`config.mk`:
```
export PLATFORM = sky130hd
export DESIGN_NAME = uart_tx_unit
export DESIGN_NICKNAME = d
export VERILOG_FILES = /design/src/rtl/uart_pkg.sv /design/src/rtl/byte_fifo.sv /design/src/rtl/uart_tx_unit.sv
export SDC_FILE = /design/constraint.sdc
export NUM_CORES = 1
export LEC_CHECK = 0
export ABC_CLOCK_PERIOD_IN_PS = 3800
export BUFFER_PORTS_ARGS = -buffer_cell sky130_fd_sc_hd__buf_2
export CORE_UTILIZATION = 30
export CTS_CLUSTER_DIAMETER = 200
export CTS_CLUSTER_SIZE = 28
export DETAILED_ROUTE_END_ITERATION = 10
export HOLD_SLACK_MARGIN = 0.06
export PLACE_DENSITY_LB_ADDON = 0.1
export SYNTH_ARGS = -nofsm -noshare
export SYNTH_HDL_FRONTEND = slang
export SYNTH_HIERARCHICAL = 1
export SYNTH_SLANG_ARGS = --single-unit
```
`constraint.sdc`:
```
create_clock -name clk -period 3.8 [get_ports clk]
set_clock_uncertainty 0.15 [all_clocks]
set_input_delay 0.76 -clock clk [delete_from_list [all_inputs] [get_ports clk]]
set_output_delay 0.76 -clock clk [all_outputs]
set_load 0.03 [all_outputs]
```
`src/rtl/uart_pkg.sv`:
```
// Shared types and constants for the UART transmit path.
package uart_pkg;

  typedef enum logic [1:0] {IDLE, START, DATA, STOP} uart_tx_state_t;

  localparam int unsigned UART_DATA_BITS           = 8;
  localparam int unsigned UART_DEFAULT_CLK_PER_BIT = 868;

endpackage

```
`src/rtl/byte_fifo.sv`:
```
// Synchronous byte FIFO with a separately tracked occupancy count and combinational head.
module byte_fifo #(
  parameter  int unsigned DEPTH = 16,
  parameter  int unsigned WIDTH = 8,
  localparam int unsigned AW    = $clog2(DEPTH),
  localparam int unsigned CW    = AW + 1
) (
  input  logic             clk,
  input  logic             reset,
  input  logic             push,
  input  logic [WIDTH-1:0] wdata,
  input  logic             pop,
  output logic [WIDTH-1:0] head_c,
  output logic [CW-1:0]    count,
  output logic             full_c,
  output logic             empty_c
);

  logic [WIDTH-1:0] mem [DEPTH];
  logic [AW-1:0]    wr_ptr;
  logic [AW-1:0]    rd_ptr;
  logic             push_ok;
  logic             pop_ok;

  assign full_c  = (count == CW'(DEPTH));
  assign empty_c = (count == '0);
  assign push_ok = push && !full_c;
  assign pop_ok  = pop && !empty_c;
  assign head_c  = mem[rd_ptr];

  // Storage carries no reset; occupancy alone decides validity.
  always_ff @(posedge clk) begin
    if (push_ok) mem[wr_ptr] <= wdata;
  end

  // Pointers wrap naturally at DEPTH because DEPTH is a power of two.
  always_ff @(posedge clk or posedge reset) begin
    if (reset) begin
      wr_ptr <= '0;
      rd_ptr <= '0;
      count  <= '0;
    end else begin
      if (push_ok) wr_ptr <= wr_ptr + AW'(1);
      if (pop_ok)  rd_ptr <= rd_ptr + AW'(1);
      unique case ({push_ok, pop_ok})
        2'b10:   count <= count + CW'(1);
        2'b01:   count <= count - CW'(1);
        default: count <= count;
      endcase
    end
  end

endmodule

```
`src/rtl/uart_tx_unit.sv`:
```
// 8N1 UART transmitter fed by a valid/ready byte handshake through a small FIFO.
module uart_tx_unit
  import uart_pkg::*;
#(
  parameter  int unsigned CLK_PER_BIT = UART_DEFAULT_CLK_PER_BIT,
  parameter  int unsigned FIFO_DEPTH  = 16,
  localparam int unsigned CW          = $clog2(FIFO_DEPTH) + 1
) (
  input  logic                      clk,
  input  logic                      reset,
  input  logic [UART_DATA_BITS-1:0] uart_in_data,
  input  logic                      uart_in_valid,
  output logic                      uart_in_ready,
  output logic                      txd,
  output logic                      busy,
  output logic [CW-1:0]             fifo_count
);

  localparam int unsigned BW = $clog2(CLK_PER_BIT);
  localparam int unsigned IW = $clog2(UART_DATA_BITS);

  uart_tx_state_t            state;
  logic [BW-1:0]             baud;
  logic [IW-1:0]             bit_idx;
  logic [UART_DATA_BITS-1:0] shift;
  logic [UART_DATA_BITS-1:0] head_c;
  logic                      full_c;
  logic                      empty_c;
  logic                      accept_c;
  logic                      pop_c;
  logic                      last_c;

  // !uart_in_ready keeps a still-held valid from pushing the same byte twice.
  assign accept_c = uart_in_valid && !uart_in_ready && !full_c;
  assign pop_c    = (state == IDLE) && !empty_c;
  assign last_c   = (baud == BW'(CLK_PER_BIT - 1));

  byte_fifo #(
    .DEPTH (FIFO_DEPTH),
    .WIDTH (UART_DATA_BITS)
  ) u_fifo (
    .clk     (clk),
    .reset   (reset),
    .push    (accept_c),
    .wdata   (uart_in_data),
    .pop     (pop_c),
    .head_c  (head_c),
    .count   (fifo_count),
    .full_c  (full_c),
    .empty_c (empty_c)
  );

  // txd follows the state one cycle late, so every frame spans exactly 10 bit times.
  always_ff @(posedge clk or posedge reset) begin
    if (reset) begin
      state         <= IDLE;
      baud          <= '0;
      bit_idx       <= '0;
      shift         <= '0;
      txd           <= 1'b1;
      busy          <= 1'b0;
      uart_in_ready <= 1'b0;
    end else begin
      uart_in_ready <= accept_c;
      busy          <= (fifo_count != '0) || (state != IDLE);
      unique case (state)
        IDLE: begin
          txd <= 1'b1;
          if (pop_c) begin
            shift <= head_c;
            baud  <= '0;
            state <= START;
          end
        end
        START: begin
          txd <= 1'b0;
          if (last_c) begin
            baud    <= '0;
            bit_idx <= '0;
            state   <= DATA;
          end else begin
            baud <= baud + BW'(1);
          end
        end
        DATA: begin
          txd <= shift[0];
          if (last_c) begin
            baud  <= '0;
            shift <= shift >> 1;
            if (bit_idx == IW'(UART_DATA_BITS - 1)) begin
              state <= STOP;
            end else begin
              bit_idx <= bit_idx + IW'(1);
            end
          end else begin
            baud <= baud + BW'(1);
          end
        end
        STOP: begin
          txd <= 1'b1;
          if (last_c) begin
            baud  <= '0;
            state <= IDLE;
          end else begin
            baud <= baud + BW'(1);
          end
        end
      endcase
    end
  end

endmodule

```
==> impl_metrics.json <==
{
  "synthArstFlopShare_pct": 23.4,
  "rsz0062_at_grt": "no",
  "n_antenna_cell": 0,
  "drc": 0,
  "post_drt_via_cell_ratio": 4.60,
  "wl_um": 15600,
  "vias": 3771,
  "port_buffers": 18,
  "holdBufCountCts": 0,
  "rows": 56,
  "max-cap-violations": 0,
  "antenna_found_initial": 0,
  "synth_area_um2": 7220,
  "grt_pass1_vias": 3940,
  "cts_setup_buffers": 0,
  "drive_above_1_share_pct": 23.2,
  "ys_seq_area_share_pct": 66.8,
  "crit_family": "simple AND/OR/NAND/NOR gates",
  "die_area_um2": 24700,
  "worstMarginPinSlew_ps": 1040,
  "synthFlopType": "edfxtp_1",
  "syn-num-nets": 487,
  "ant_nets": 0,
  "grtUsageTotal_pct": 13.7,
  "cp.required_ps": 3950,
  "min_period_ps": 3260,
  "cts_buffers": 17,
  "clock-sinks": 167,
  "final-max-slew-violation-count": 0,
  "fp.dieW_um": 157,
  "finalSetupViolCount": 0,
  "p_leak_nw": 3.13,
  "core_um2": 23500,
  "grt_first_pass_wirelength_um": 24100,
  "clock.fmax_ghz": 0.306,
  "r2r_cells": 12,
  "min_path_type": "input pin to async pin",
  "crit_path_frequent_cell": "nor2b_1",
  "ir_drop_uv": 283,
  "ctsResizeCount": 0,
  "area_delta_synth_final_pct": 14.7,
  "fillers": 2281,
  "hold_violations": 0,
  "synthCells": 458,
  "clockBufferDepth": 2,
  "critPathArrivalTime_ps": 3420,
  "r2r_end": "u_fifo/count[4]",
  "status": "finished clean",
  "worstReg2RegStart": "state[1]",
  "crit_buf_inv": 2,
  "final_nets": 517,
  "mostFrequentLayoutCells": "128 x edfxtp_1, 37 x dfrtp_1, 25 x mux2i_1",
  "slowest_delay_ps": 410,
  "clkLatencyLatePin_ps": 420,
  "max-slew-margin-rel_pct": 30.3,
  "crit_cells": 12,
  "synth_edf_count": 128,
  "crit_fanout": 6,
  "place.gp.congestion": 0.756,
  "dp_hpwl_um": 10300,
  "cp-end-kind": "register",
  "final_common_cell": "edfxtp_1",
  "io_pins": 19,
  "path_cells": "inv_1, ha_1, nor2b_1, nor2b_1, ha_1, inv_1, fa_1, nor2b_1, o21ai_0, nand3_1, or3b_1, xnor2_1",
  "utilization_pct": 35.2,
  "wl_per_cell_um": 19.1,
  "ys_ff_latch": 167,
  "yosysWarnings": 6,
  "drt-pass1-iter-count": 4,
  "dieHeight_um": 157,
  "start_util_pct": 30.7,
  "slowest_stage": "dfrtp_1",
  "grt_overflow_total": 0,
  "cts_tree": "yes",
  "grt_max_degree": 52,
  "ys_types": 50,
  "path_class": "register to register",
  "drt-initial-drc-count": 172,
  "h-tree-depth": 4,
  "clk_pin_slew_ps": 80,
  "avgSynthCellArea_um2": 15.8,
  "tns_ps": 0,
  "layout_worst_path_cycle_share_pct": 85.9,
  "ff2ff_setup_slack_ps": 540,
  "critPathLaunchType": "register",
  "p_per_area_nw_per_um2": 539,
  "root_buffer": "clkbuf_16"
}
[sequential cells by signal, indices dropped and copies added, names as in the netlist]
name           cells
baud              10
bit_idx            3
busy               1
shift              8
state              2
txd                1
u_fifo/count       5
u_fifo/mem       128
u_fifo/rd_ptr      4
u_fifo/wr_ptr      4
uart_in_ready      1
[logic make-up after synthesis]
logic type | synth area share [%]
buffers and inverters | 2.88
adders and majority gates | 3.22
muxes | 12.6
DFF | 66.8
AOI/OAI and AO/OA | 5.55
and+or+nand+nor | 6.67
xor gates and xnor gates | 2.30
[how the worst max path moves through the flow]
stage	from	endpoint	slack (ps)
6_report	state[1]	u_fifo/count[4]	540
5_1_grt	state[0]	u_fifo/count[4]	180
4_1_cts	state[0]	u_fifo/count[4]	480
3_5_place_dp	uart_in_valid	u_fifo/count[4]	470
3_3_place_gp	uart_in_valid	u_fifo/count[4]	510
2_1_floorplan	u_fifo/count[0]	u_fifo/count[4]	710
[synthesized netlist by cell type, drive strengths merged (2+ instances only)]
cell	n	share of area [%]
a21boi	3	0.36
a21o	3	0.33
a21oi	13	0.90
a221oi	8	0.97
a22oi	8	0.83
and2	3	0.28
and3	3	0.29
buf	16	1.9
clkbuf	5	0.26
dfrtp	38	13
edfxtp	128	53
ha	17	2.9
inv	14	0.73
mux2	24	4.2
mux2i	25	3.5
mux4	16	5.0
nand2	26	1.4
nand2b	3	0.26
nand3	9	0.80
nand4	5	0.43
nor2	23	1.2
nor2b	4	0.35
nor3	5	0.50
nor3b	2	0.21
nor4	2	0.26
o21ai	24	1.7
o311ai	3	0.36
xnor2	8	0.97
xor2	11	1.3
[cell type report]
type / instances / area [µm²] / share of cell area (%)
clock buffer: 17 / 425 / 5.14
clock inverter: 15 / 180 / 2.18
inverter: 14 / 52.6 / 0.635
multi-input combinational: 256 / 2190 / 26.5
sequential: 167 / 4820 / 58.2
tap: 319 / 399 / 4.82
timing repair buffer: 32 / 208 / 2.51
[per-stage QoR]
stage	area, µm²	hold slack, ps	setup WS [ps]	power [W]	instances
final	8280	237	537	0.00446	820
after global routing	8280	301	184	0.00465	820
after CTS	8280	245	482	0.00453	820
after detailed placement	7670	282	469	0.00275	788
after global placement	7670	273	511	0.00273	788
after floorplan	7220	301	707	0.00256	458
[layer usage]
layer | vias up | part of all wire, % | track usage, %
met2 | 41 | 49 | 22.9
li1 | 1793 | - | -
met4 | 0 | 0.91 | 3.74
met3 | 6 | 3.0 | 3.06
met5 | - | 0 | 0
met1 | 1931 | 47 | 17.9
[where the power goes]
part | leakage [nW] | internal (W) | switching, W
sequential | 1.63 | 0.00212 | 0.0000980
clock | 0.294 | 0.000945 | 0.000820
combinational | 1.20 | 0.000169 | 0.000316
(Power assumes the default switching activity.)
